File: config.mk
export PLATFORM = sky130hd
export DESIGN_NAME = i2c_reg_arbiter
export DESIGN_NICKNAME = d
export VERILOG_FILES = /design/src/rtl/i2c_reg_arbiter.sv
export SDC_FILE = /design/constraint.sdc
export NUM_CORES = 1
export LEC_CHECK = 0
export ABC_AREA = 1
export CAP_MARGIN = 20
export CORE_AREA = 2 2 99 101
export CTS_CLUSTER_SIZE = 25
export DETAILED_ROUTE_END_ITERATION = 8
export DIE_AREA = 0 0 101 103
export PLACE_DENSITY = 0.79
export SYNTH_ARGS = -nofsm -noshare
export SYNTH_HDL_FRONTEND = slang
export SYNTH_SLANG_ARGS = --single-unit
File: constraint.sdc
create_clock -name clk -period 2.5 [get_ports clk]
set_clock_uncertainty 0.2 [all_clocks]
set_input_delay 0.5 -clock clk [delete_from_list [all_inputs] [get_ports clk]]
set_output_delay 0.5 -clock clk [all_outputs]
set_load 0.03 [all_outputs]
File: src/rtl/i2c_reg_arbiter.sv
`default_nettype none
// =============================================================================
// Module      : i2c_reg_arbiter
// Description : Shares one register-memory port between posted I2C writes
//               (buffered in a small FIFO) and a request/grant host port.
//               Optional write protection of the upper address range against
//               I2C is compiled in with macro I2C_ARB_WP_EN.
// Revision    : 1.0 - initial release
// =============================================================================
module i2c_reg_arbiter #(
    parameter int         FIFO_DEPTH = 4,
    parameter logic [7:0] WP_BASE    = 8'hF0
) (
    input  logic       clk,
    input  logic       rst,
    input  logic [7:0] i2c_addr,
    input  logic [7:0] i2c_data,
    input  logic       i2c_wr,
    input  logic       host_req,
    input  logic       host_we,
    input  logic [7:0] host_addr,
    input  logic [7:0] host_wdata,
    output logic       host_gnt,
    output logic [7:0] host_rdata,
    output logic       host_rvalid,
    output logic       mem_en,
    output logic       mem_we,
    output logic [7:0] mem_addr,
    output logic [7:0] mem_wdata,
    input  logic [7:0] mem_rdata,
    output logic       ovf,
    input  logic       ovf_clr,
    output logic       wp_err
);
    localparam int          AW      = $clog2(FIFO_DEPTH);
    localparam logic [AW:0] PRI_LVL = (AW+1)'(FIFO_DEPTH - 1);

    typedef enum logic [2:0] {
        IDLE    = 3'd0,
        I2C_WR  = 3'd1,
        HOST_WR = 3'd2,
        HOST_RD = 3'd3,
        RD_WAIT = 3'd4
    } state_t;

    state_t      state, state_nxt;
    logic [15:0] fifo_mem [FIFO_DEPTH];
    logic [AW:0] wr_ptr, rd_ptr, fifo_cnt;
    logic [15:0] head;
    logic        fifo_empty, fifo_full, fifo_pri;
    logic        pop, push, push_req, drop, wp_hit;
    logic        last_fifo, grant_fifo, grant_host;
    logic        en_nxt, we_nxt, gnt_nxt;
    logic [7:0]  addr_nxt, wdata_nxt;

`ifdef I2C_ARB_WP_EN
    assign wp_hit = i2c_wr && (i2c_addr >= WP_BASE);

    always_ff @(posedge clk) begin
        if (rst) wp_err <= 1'b0;
        else     wp_err <= wp_hit;
    end
`else
    logic wp_base_unused;
    assign wp_base_unused = ^WP_BASE;
    assign wp_hit         = 1'b0;
    assign wp_err         = 1'b0;
`endif

    // Pointers carry one extra wrap bit so full and empty are distinguishable.
    assign fifo_cnt   = wr_ptr - rd_ptr;
    assign fifo_empty = (wr_ptr == rd_ptr);
    assign fifo_full  = (wr_ptr[AW] != rd_ptr[AW]) && (wr_ptr[AW-1:0] == rd_ptr[AW-1:0]);
    assign fifo_pri   = (fifo_cnt >= PRI_LVL);
    assign head       = fifo_mem[rd_ptr[AW-1:0]];
    assign pop        = (state == I2C_WR);
    assign push_req   = i2c_wr && !wp_hit;
    assign push       = push_req && (!fifo_full || pop);
    assign drop       = push_req && fifo_full && !pop;

    always_ff @(posedge clk) begin
        if (push) fifo_mem[wr_ptr[AW-1:0]] <= {i2c_addr, i2c_data};
    end

    always_ff @(posedge clk) begin
        if (rst) begin
            wr_ptr <= '0;
            rd_ptr <= '0;
            ovf    <= 1'b0;
        end else begin
            if (push) wr_ptr <= wr_ptr + 1'b1;
            if (pop)  rd_ptr <= rd_ptr + 1'b1;
            if (drop)         ovf <= 1'b1;
            else if (ovf_clr) ovf <= 1'b0;
        end
    end

    always_comb begin
        state_nxt  = state;
        grant_fifo = 1'b0;
        grant_host = 1'b0;
        en_nxt     = 1'b0;
        we_nxt     = mem_we;
        gnt_nxt    = 1'b0;
        addr_nxt   = mem_addr;
        wdata_nxt  = mem_wdata;
        case (state)
            IDLE: begin
                // FIFO wins when nearly full, otherwise the side not served last wins a tie.
                if (!fifo_empty && (!host_req || fifo_pri || !last_fifo)) begin
                    grant_fifo = 1'b1;
                    state_nxt  = I2C_WR;
                    en_nxt     = 1'b1;
                    we_nxt     = 1'b1;
                    addr_nxt   = head[15:8];
                    wdata_nxt  = head[7:0];
                end else if (host_req) begin
                    grant_host = 1'b1;
                    state_nxt  = host_we ? HOST_WR : HOST_RD;
                    en_nxt     = 1'b1;
                    we_nxt     = host_we;
                    gnt_nxt    = 1'b1;
                    addr_nxt   = host_addr;
                    if (host_we) wdata_nxt = host_wdata;
                end
            end
            I2C_WR:  state_nxt = IDLE;
            HOST_WR: state_nxt = IDLE;
            HOST_RD: state_nxt = RD_WAIT;
            RD_WAIT: state_nxt = IDLE;
            default: state_nxt = IDLE;
        endcase
    end

    always_ff @(posedge clk) begin
        if (rst) begin
            state     <= IDLE;
            last_fifo <= 1'b1;
            mem_en    <= 1'b0;
            mem_we    <= 1'b0;
            mem_addr  <= 8'h00;
            mem_wdata <= 8'h00;
            host_gnt  <= 1'b0;
        end else begin
            state     <= state_nxt;
            mem_en    <= en_nxt;
            mem_we    <= we_nxt;
            mem_addr  <= addr_nxt;
            mem_wdata <= wdata_nxt;
            host_gnt  <= gnt_nxt;
            if (grant_fifo)      last_fifo <= 1'b1;
            else if (grant_host) last_fifo <= 1'b0;
        end
    end

    // Read data arrives one cycle after the strobe, so it is forwarded straight through.
    assign host_rvalid = (state == RD_WAIT) && !rst;
    assign host_rdata  = host_rvalid ? mem_rdata : 8'h00;

endmodule
`default_nettype wire
# ---- After elaboration in Yosys (flattened, before gate mapping)
# Memories as Yosys holds them, arrays and structs flattened. A register that Yosys moved wholly into a read port is not among the register bits.
# Cells that the tools add are included.
dict set report classes {
  shift 0
  n_eq_ne 7
  add_sub_neg 3
  n_bitwise 1
  n_div 0
  mul 0
  order_cmp 1
  mux 24
  reduce_logical 23
}
# op n
set op_table {}
lappend op_table {{8-bit two-way mux} 6}
lappend op_table {{1-bit two-way mux} 13}
lappend op_table {{3-bit by 1-bit adder with 3-bit output, second input constant} 2}
lappend op_table {{1-bit logical AND} 6}
lappend op_table {{1-bit logical NOT} 6}
lappend op_table {{3-bit two-way mux} 2}
lappend op_table {{3-bit one-hot mux with 2 select lines} 1}
lappend op_table {{2-bit nonzero test} 3}
lappend op_table {{2-bit two-way mux} 2}
lappend op_table {{2-bit OR reduction} 2}
lappend op_table {{3-bit by 1-bit equality test with 1-bit output, second input constant} 1}
lappend op_table {{3-bit by 2-bit equality test with 1-bit output, second input constant} 1}
lappend op_table {{3-bit equality test} 1}
lappend op_table {{3-bit equality test, second input constant} 1}
lappend op_table {{3-bit by 2-bit greater-or-equal comparator with 1-bit output, second input constant} 1}
lappend op_table {{3-bit logical NOT} 1}
lappend op_table {{1-bit logical OR} 3}
lappend op_table {{3-bit inequality test, second input constant} 1}
lappend op_table {{3-bit AND reduction} 1}
lappend op_table {{3-bit subtractor} 1}
lappend op_table {{2-bit equality test} 1}
lappend op_table {{2-bit AND reduction} 1}
lappend op_table {{1-bit inequality test} 1}
lappend op_table {{1-bit NOT} 1}
dict set report word_totals {
  latchBits 0
  output_inout_bits 30
  memories 1
  romBits 0
  mem_bits_rw 64
  elab_cells 70
  inputBits 46
  register_bits 30
}
# memory words width rd rd_clocked_by_memory_dff wr line_no
set memory_table {}
lappend memory_table {fifo_mem 4 16 1 1 1 47} ;# logic [15:0] fifo_mem [FIFO_DEPTH];

# ---- Logic depth before layout (Yosys ltp)
dict set report depth {
  ltp_word 8
  mapped_depth 12
  mapped_depth_nobuf 11
}

# ---- Worst setup path after synthesis
# Ideal clock, no wire load.
dict set report synth_path {
  kind {input to output}
  startpoint {in rst}
  endpoint {out host_rdata[0]}
  path_buffers 1
  stages 4
  required_time_ns 1.800
  arrival_ns 2.176
  path_slack_ns -0.376
  path_cell_list {clkbuf_1 -> nor3_1 -> inv_1 -> nor2_1}
}
dict set report synth_between {
  elab_chain_len 3
}
# item line_no
set synth_rtl {}
lappend synth_rtl {{from (decl)} 15} ;# input logic rst,
lappend synth_rtl {{1-bit logical NOT} 157} ;# assign host_rvalid = (state == RD_WAIT) && !rst;
lappend synth_rtl {{1-bit logical AND} 157}
lappend synth_rtl {{net host_rvalid} 25} ;# output logic host_rvalid,
lappend synth_rtl {{8-bit two-way mux} 158} ;# assign host_rdata = host_rvalid ? mem_rdata : 8'h00;
lappend synth_rtl {{to (decl)} 24} ;# output logic [7:0] host_rdata,
# The timed path passes the listed nets, and every way through them passes these cells.

# ---- Worst setup path after layout
dict set report layout_path {
  startpoint {reg wr_ptr[0]}
  endpoint {reg mem_wdata[5]}
}
dict set report layout_between {
  elab_chain_len 7
  elab_cells_between_ends 11
  cone_classes {1 x add/sub; 1 x order compare; 1 x eq/ne; 1 x mux; 7 x reduce/logical}
}
# item line_no
set layout_rtl {}
lappend layout_rtl {{from (decl)} 48} ;# logic [AW:0] wr_ptr, rd_ptr, fifo_cnt;
lappend layout_rtl {{from (signal assigned)} 91} ;# if (push) wr_ptr <= wr_ptr + 1'b1;
lappend layout_rtl {{3-bit subtractor} 71} ;# assign fifo_cnt = wr_ptr - rd_ptr;
lappend layout_rtl {{3-bit by 2-bit greater-or-equal comparator with 1-bit output} 74} ;# assign fifo_pri = (fifo_cnt >= PRI_LVL);
lappend layout_rtl {{1-bit logical OR (2 in a row)} 110} ;# if (!fifo_empty && (!host_req || fifo_pri || !last_fifo)) begin
lappend layout_rtl {{1-bit logical AND (*)} 110}
lappend layout_rtl {{2-bit nonzero test (no line)} n/a}
lappend layout_rtl {{3-bit AND reduction (no line)} n/a}
lappend layout_rtl {{to (signal assigned)} 149} ;# mem_wdata <= wdata_nxt;
lappend layout_rtl {{to (decl)} 29} ;# output logic [7:0] mem_wdata,
# Mark *: on every way between the ends. The rest lies on a longest branch, timed or not.
# A chain may end at the register's enable or synchronous reset.

==> impl_results.md <==
* Area taken by multi-input logic gates at 1420 um^2
* Number of synthesized register bits at 96
* DR vias at 3298
* Worst setup EP type: flop
* # rows at 36
* Hold Vio Cnt, Final at 0
* CP max FO at 11
* Layout cells sized above 1 at 0.114
* Vias in the first global route at 3112
* FF/Latch Area at 2560 um^2
* Fin. max-slew vios at 0
* Yosys top cell by area: edfxtp_1
* Antenna violations before repair at 0
* Pre-CTS WS at 0.0994 ns
* Die H at 103 um
* Ant. Diodes at 0
* PortBufs at 74
* Drt wl/cell at 13.4 um
* Synthesized area at 4300 um^2
* Area growth from synthesis to layout at 26.7%
* Clk slew on worst S/H paths at 0.09 ns
* Gr ovfl total at 0
* Max_cap viols at 0
* Cells after Synth at 481
* CTS max path bufs at 2
* Hold_buf cts at 0
* Fin crit share at 0.932
* Synth Net Count at 535
* Final net count at 619
* HPWL after DPL at 6210 um
* Synth area leaders: edfxtp_1, dfxtp_1, nand2_1
* Status: complete, no violations
* Unrepaired setup endpoints after global routing: no
* Post-Layout Cell Count at 684
* Worst VDD drop at 0.347 mV
* CTS tree: done
* Post-route ant nets at 0
* Initial Utilization at 0.454
* Min Tclk post-route at 2.33 ns
* Fillers at 817
* DRT Pass-1 Iters at 4
* First-pass GRT wire length at 14500 um
* Avg Cell Area, Syn at 8.93 um^2
* Core area at 9460 um^2
* CP Class: reg2reg
* DRT iter0 DRCs at 188
* CP max stage delay at 0.45 ns
* Yosys Warn Count at 0
* Post-synthesis sequential area ratio at 0.597
* HP Class: reg2reg
* Leading cell type in the layout, fill and taps excluded: nand2_1
* Gr usage total at 0.180
* Synth cell types at 29
* Worst path cell trace: inv_1 > ha_1 > inv_1 > fa_1 > a21oi_2 > nand3_4 > buf_4 > nand3_1 > nand2_1 > nor2_1 > nor2_1
* Detailed Route WL at 9140 um
* Gpl congestion at 0.824
* Vias/cell at 4.82
* CP startpoint kind: flop
* Crit path buf inv count at 3
* Clock Latency Late Sink at 0.36 ns
* Die area at 10400 um^2
* Slowest-stage cell, CP: fa_1
* Commonest cells after routing, fill and taps aside: nand2_1, nor2_1, clkdlybuf4s50_1, edfxtp_1, inv_1
* Cell leakage power at 2.32 nW
* Placed insts at 662
* Num ports at 76
* Maximum number of pins on one net before global-route repair at 41
* DRC at 0
* Inserted Clock Buffers at 9
* Fmax at 429 MHz
* Clock sinks at 96
* Setup-failing EPs final at 0
* Top cell type's share of synthesized area at 0.447
* H-tree lvl count at 3
* Worst reg2reg setup slack at 0.17 ns
* Worst setup margin at 0.169 ns
* Die outline width at 101 um
* Arr. time, crit path at 2.39 ns
* Final Core Density at 0.575
* Cell family with most CP delay: adder cells
* Root Driver: clkbuf_8
* Critical Path RT at 2.56 ns
* Pwr dens at 892 nW/um^2
* Pwr Total at 4.85 mW
tightest hold or removal path, delay by kind of cell, from the launching register on:
family	cells	cell delay (ns)
buf+inv	1	0.06
flops	1	0.31
simple gates	1	0.04
registers in the layout, summed over array words and instances, names as in the netlist, named ones only:
register,flops
mem_wdata,8
host_gnt,1
last_fifo,1
ovf,1
mem_we,1
mem_addr,8
fifo_mem,64
mem_en,1
wr_ptr,3
state,3
rd_ptr,3
synthesized netlist by cell type (all sizes together):
cell type	instances
a21oi	9
buf	11
clkbuf	7
conb	1
dfxtp	32
edfxtp	64
fa	1
ha	7
inv	60
nand2	124
nand2b	1
nand3	37
nand3b	1
nand4	2
nor2	90
nor3	3
nor4	1
o21ai	30
metrics by stage:
stage          hold WS (ns)  TNS, ns  instance area, um^2
2_1_floorplan         0.220   -0.272                 4300
3_3_place_gp          0.228        0                 5160
3_5_place_dp          0.241        0                 5160
4_1_cts               0.252        0                 5390
5_1_grt               0.283        0                 5440
6_report              0.250        0                 5440
cell families (layout without fill, tap and decap cells):
logic type,Yosys count,in the layout,share of synthesized area
AOI/OAI and AO/OA,39,39,0.0463
and+or+nand+nor,259,259,0.256
buffers and inverters,78,167,0.0752
adders and majority gates,8,8,0.0251
other,1,1,0.000873
DFF,96,96,0.597
power breakdown:
group	internal [mW]	switching, mW	leakage [nW]
Combinational	0.680	1.07	1.36
Clock	0.574	0.560	0.110
Sequential	1.88	0.0869	0.852
Total	3.14	1.71	2.32
what timing repair did:
| action | in CTS | in global routing |
|---|---|---|
| endpoints found under the hold margin | 0 | 0 |
| buffers inserted | 0 | 6 |
| gates resized for setup | 0 | 2 |
| setup endpoints to repair | 0 | 17 |
area by class of cell:
class                           count  share of cell area
Clock buffer                        9              0.0228
Timing Repair Buffer               91               0.158
Inverter                           60              0.0414
Tap cell                          114              0.0262
Clock inverter                      7              0.0189
Sequential cell                    96               0.471
Multi-Input combinational cell    307               0.262
path summary, 6_finish.rpt:
kind | start | end | cells after the start
worst max-delay path | wr_ptr[0]$_SDFFE_PP0P_ | mem_wdata[5]$_SDFFE_PP0P_ | 11
worst min-delay path | state[1]$_SDFFE_PP0P_ | state[2]$_SDFFE_PP0P_ | 2
worst max register to register | wr_ptr[0]$_SDFFE_PP0P_ | mem_wdata[5]$_SDFFE_PP0P_ | 11
worst min register to register | state[1]$_SDFFE_PP0P_ | state[2]$_SDFFE_PP0P_ | 2
layer usage:
metal  track usage  wire, um  up-vias
li1              -         -     1699
met1         0.232      4020     1483
met2         0.301      4380      106
met3        0.0441       627       10
met4        0.0582       109        0
met5             0         0        -
Power figures use the tool's default switching activity.
==> patch, RTL diff (same settings) <==
`mem_addr` and `mem_wdata` no longer have a reset.
--- a/src/rtl/i2c_reg_arbiter.sv
+++ b/src/rtl/i2c_reg_arbiter.sv
@@ -139,6 +139,4 @@
             mem_en    <= 1'b0;
             mem_we    <= 1'b0;
-            mem_addr  <= 8'h00;
-            mem_wdata <= 8'h00;
             host_gnt  <= 1'b0;
         end else begin
@@ -146,10 +144,13 @@
             mem_en    <= en_nxt;
             mem_we    <= we_nxt;
-            mem_addr  <= addr_nxt;
-            mem_wdata <= wdata_nxt;
             host_gnt  <= gnt_nxt;
             if (grant_fifo)      last_fifo <= 1'b1;
             else if (grant_host) last_fifo <= 1'b0;
         end
+    end
+
+    always_ff @(posedge clk) begin
+        mem_addr  <= addr_nxt;
+        mem_wdata <= wdata_nxt;
     end
 
Formal check against the unedited RTL: not equivalent (Yosys sat finds a counterexample within 4 cycles, from zero or initial values and one cycle with rst high).
==> patch against the unedited design <==
Routed wire length shrank 14%. Total power shrank 5.8%. Critical path depth shrank 1. Cell area shrank 7.8%. Worst hold slack lost 0.0027 ns. Core utilization shrank 4.5 points. Sequential cell count is the same. Global-route usage shrank 2.1 points. Cell count shrank 22%. Combinational power shrank 15%. Synthesized area shrank 8.5%. Fmax grew 1.2%. Worst setup slack gained 0.027 ns.
==> patch: results (changes against the unedited design) <==
- Leakage: 1.92 nW (was 2.32 nW)
- Layout cells sized above 1: 0.115 (was 0.114)
- Post-synth top area share: 0.611 (was 0.447)
- Met3 wire length: 425 microns (was 627 microns)
- Outcome: finished, final reports clean (unchanged)
- Largest net degree at the start of global routing: 33 (was 41)
- Routability congestion estimate: 0.765 (was 0.824)
- Peak supply drop: 381 uV (was 347 uV)
- Psw: 1.53 mW (was 1.71 mW)
- Hold Crit Class: reg -> reg (unchanged)
- Vias per cell: 4.90 (was 4.82)
- Wl on met1: 3240 microns (was 4020 microns)
- Clock power frac: 0.215 (was 0.234)
- CP Max Fanout: 19 (was 11)
- Seq pwr share: 0.462 (was 0.406)
- Port bufs: 74 (unchanged)
- Register area share after synthesis: 0.693 (was 0.597)
- Post-synthesis mux area share: 0.0408 (was 0)
- Net Count, Synth: 383 (was 535)
- Uppermost layer routed: met4 (unchanged)
- XOR/XNOR Fraction of Synth Area: 0 (unchanged)
- Synth cell types: 26 (was 29)
- CP max stage delay: 0.42 ns (was 0.45 ns)
- Total global-route track usage: 0.159 (was 0.180)
- WL/cell: 14.7 microns (was 13.4 microns)
- Crit path DAT: 2.22 ns (was 2.39 ns)
- Number of fill cells: 801 (was 817)
- Max reg flops: 64 (unchanged)
- Ys Warns: 0 (unchanged)
- Commonest cells post-synth: edfxtp_1, nand2_1, nor2_1 (was nand2_1, nor2_1, edfxtp_1)
- Vias in the first global route: 2642 (was 3112)
- 1st-iter DRT viols: 136 (was 188)
- Nets: 467 (was 619)
- Met2 wire length: 3990 microns (was 4380 microns)
- Post-synth EDFFs: 80 (was 64)
- Area after DPL: 0.00480 sq mm (was 0.00516 sq mm)
- Ranking of synthesized cells by area: edfxtp_1, dfxtp_1, nand2_1, mux2i_1, nor2_1 (was edfxtp_1, dfxtp_1, nand2_1, nor2_1, inv_1)
- Worst-Skew Late Latency: 0.36 ns (about the same)
- Clock buffer count from CTS: 9 (unchanged)
- Synth Area in Compound Gates: 0.0624 (was 0.0463)
- Global-route wire length before repair: 12600 microns (was 14500 microns)
- Post-Synth Adder-Cell Area: 0.0274 (was 0.0251)
- Detail Placement HPWL: 5580 microns (was 6210 microns)
- Worst rel slew slack: 0.641
patch: path summary, 6_finish.rpt:
check / startpoint / to / slack, ns / cells past startpoint
worst max-delay path: wr_ptr[0] / mem_wdata[2] / 0.20 / 10
worst min-delay path: state[2] / state[2] / 0.25 / 1
worst max register to register: wr_ptr[0] / mem_wdata[2] / 0.20 / 10
worst min register to register: state[2] / state[2] / 0.25 / 1
patch: cells by family after synthesis:
group / count (synthesis)
simple gates: 119
flops: 96
compound gates: 45
buf+inv: 44
mux: 16
fa+ha+maj: 8
other cells: 1
patch: worst max-delay path: cells and delay by family, from the launching register on:
family | cells | cell delay (ns)
compound gates | 1 | 0.18
simple gates | 4 | 0.41
buf+inv | 3 | 0.27
fa+ha+maj | 2 | 0.62
flops | 1 | 0.37
patch: stage by stage:
step                      setup slack (ns)  power [mW]  utilization  std cells  hold WS, ns
final                                0.197        4.57        0.530        532        0.247
after global placement               0.201        3.57        0.508        516        0.234
after global routing                0.0546        4.81        0.530        532        0.268
after floorplan                      0.141        3.05            -        329        0.220
after CTS                           0.0287        4.58        0.528        532        0.252
after detailed placement            0.0438        3.61        0.508        516        0.238
patch: area by class of cell:
cell class,instances,area share
Timing Repair Buffer,84,0.158
Multi-Input combinational cell,189,0.207
Tap cell,114,0.0284
Clock buffer,9,0.0247
Clock inverter,7,0.0140
Sequential cell,96,0.543
Inverter,33,0.0252
patch: per-layer routing:
metal / GRT usage / up-vias
li1: - / 1294
met1: 0.192 / 1210
met2: 0.281 / 87
met3: 0.0251 / 17
met4: 0.0738 / 0
met5: 0 / -
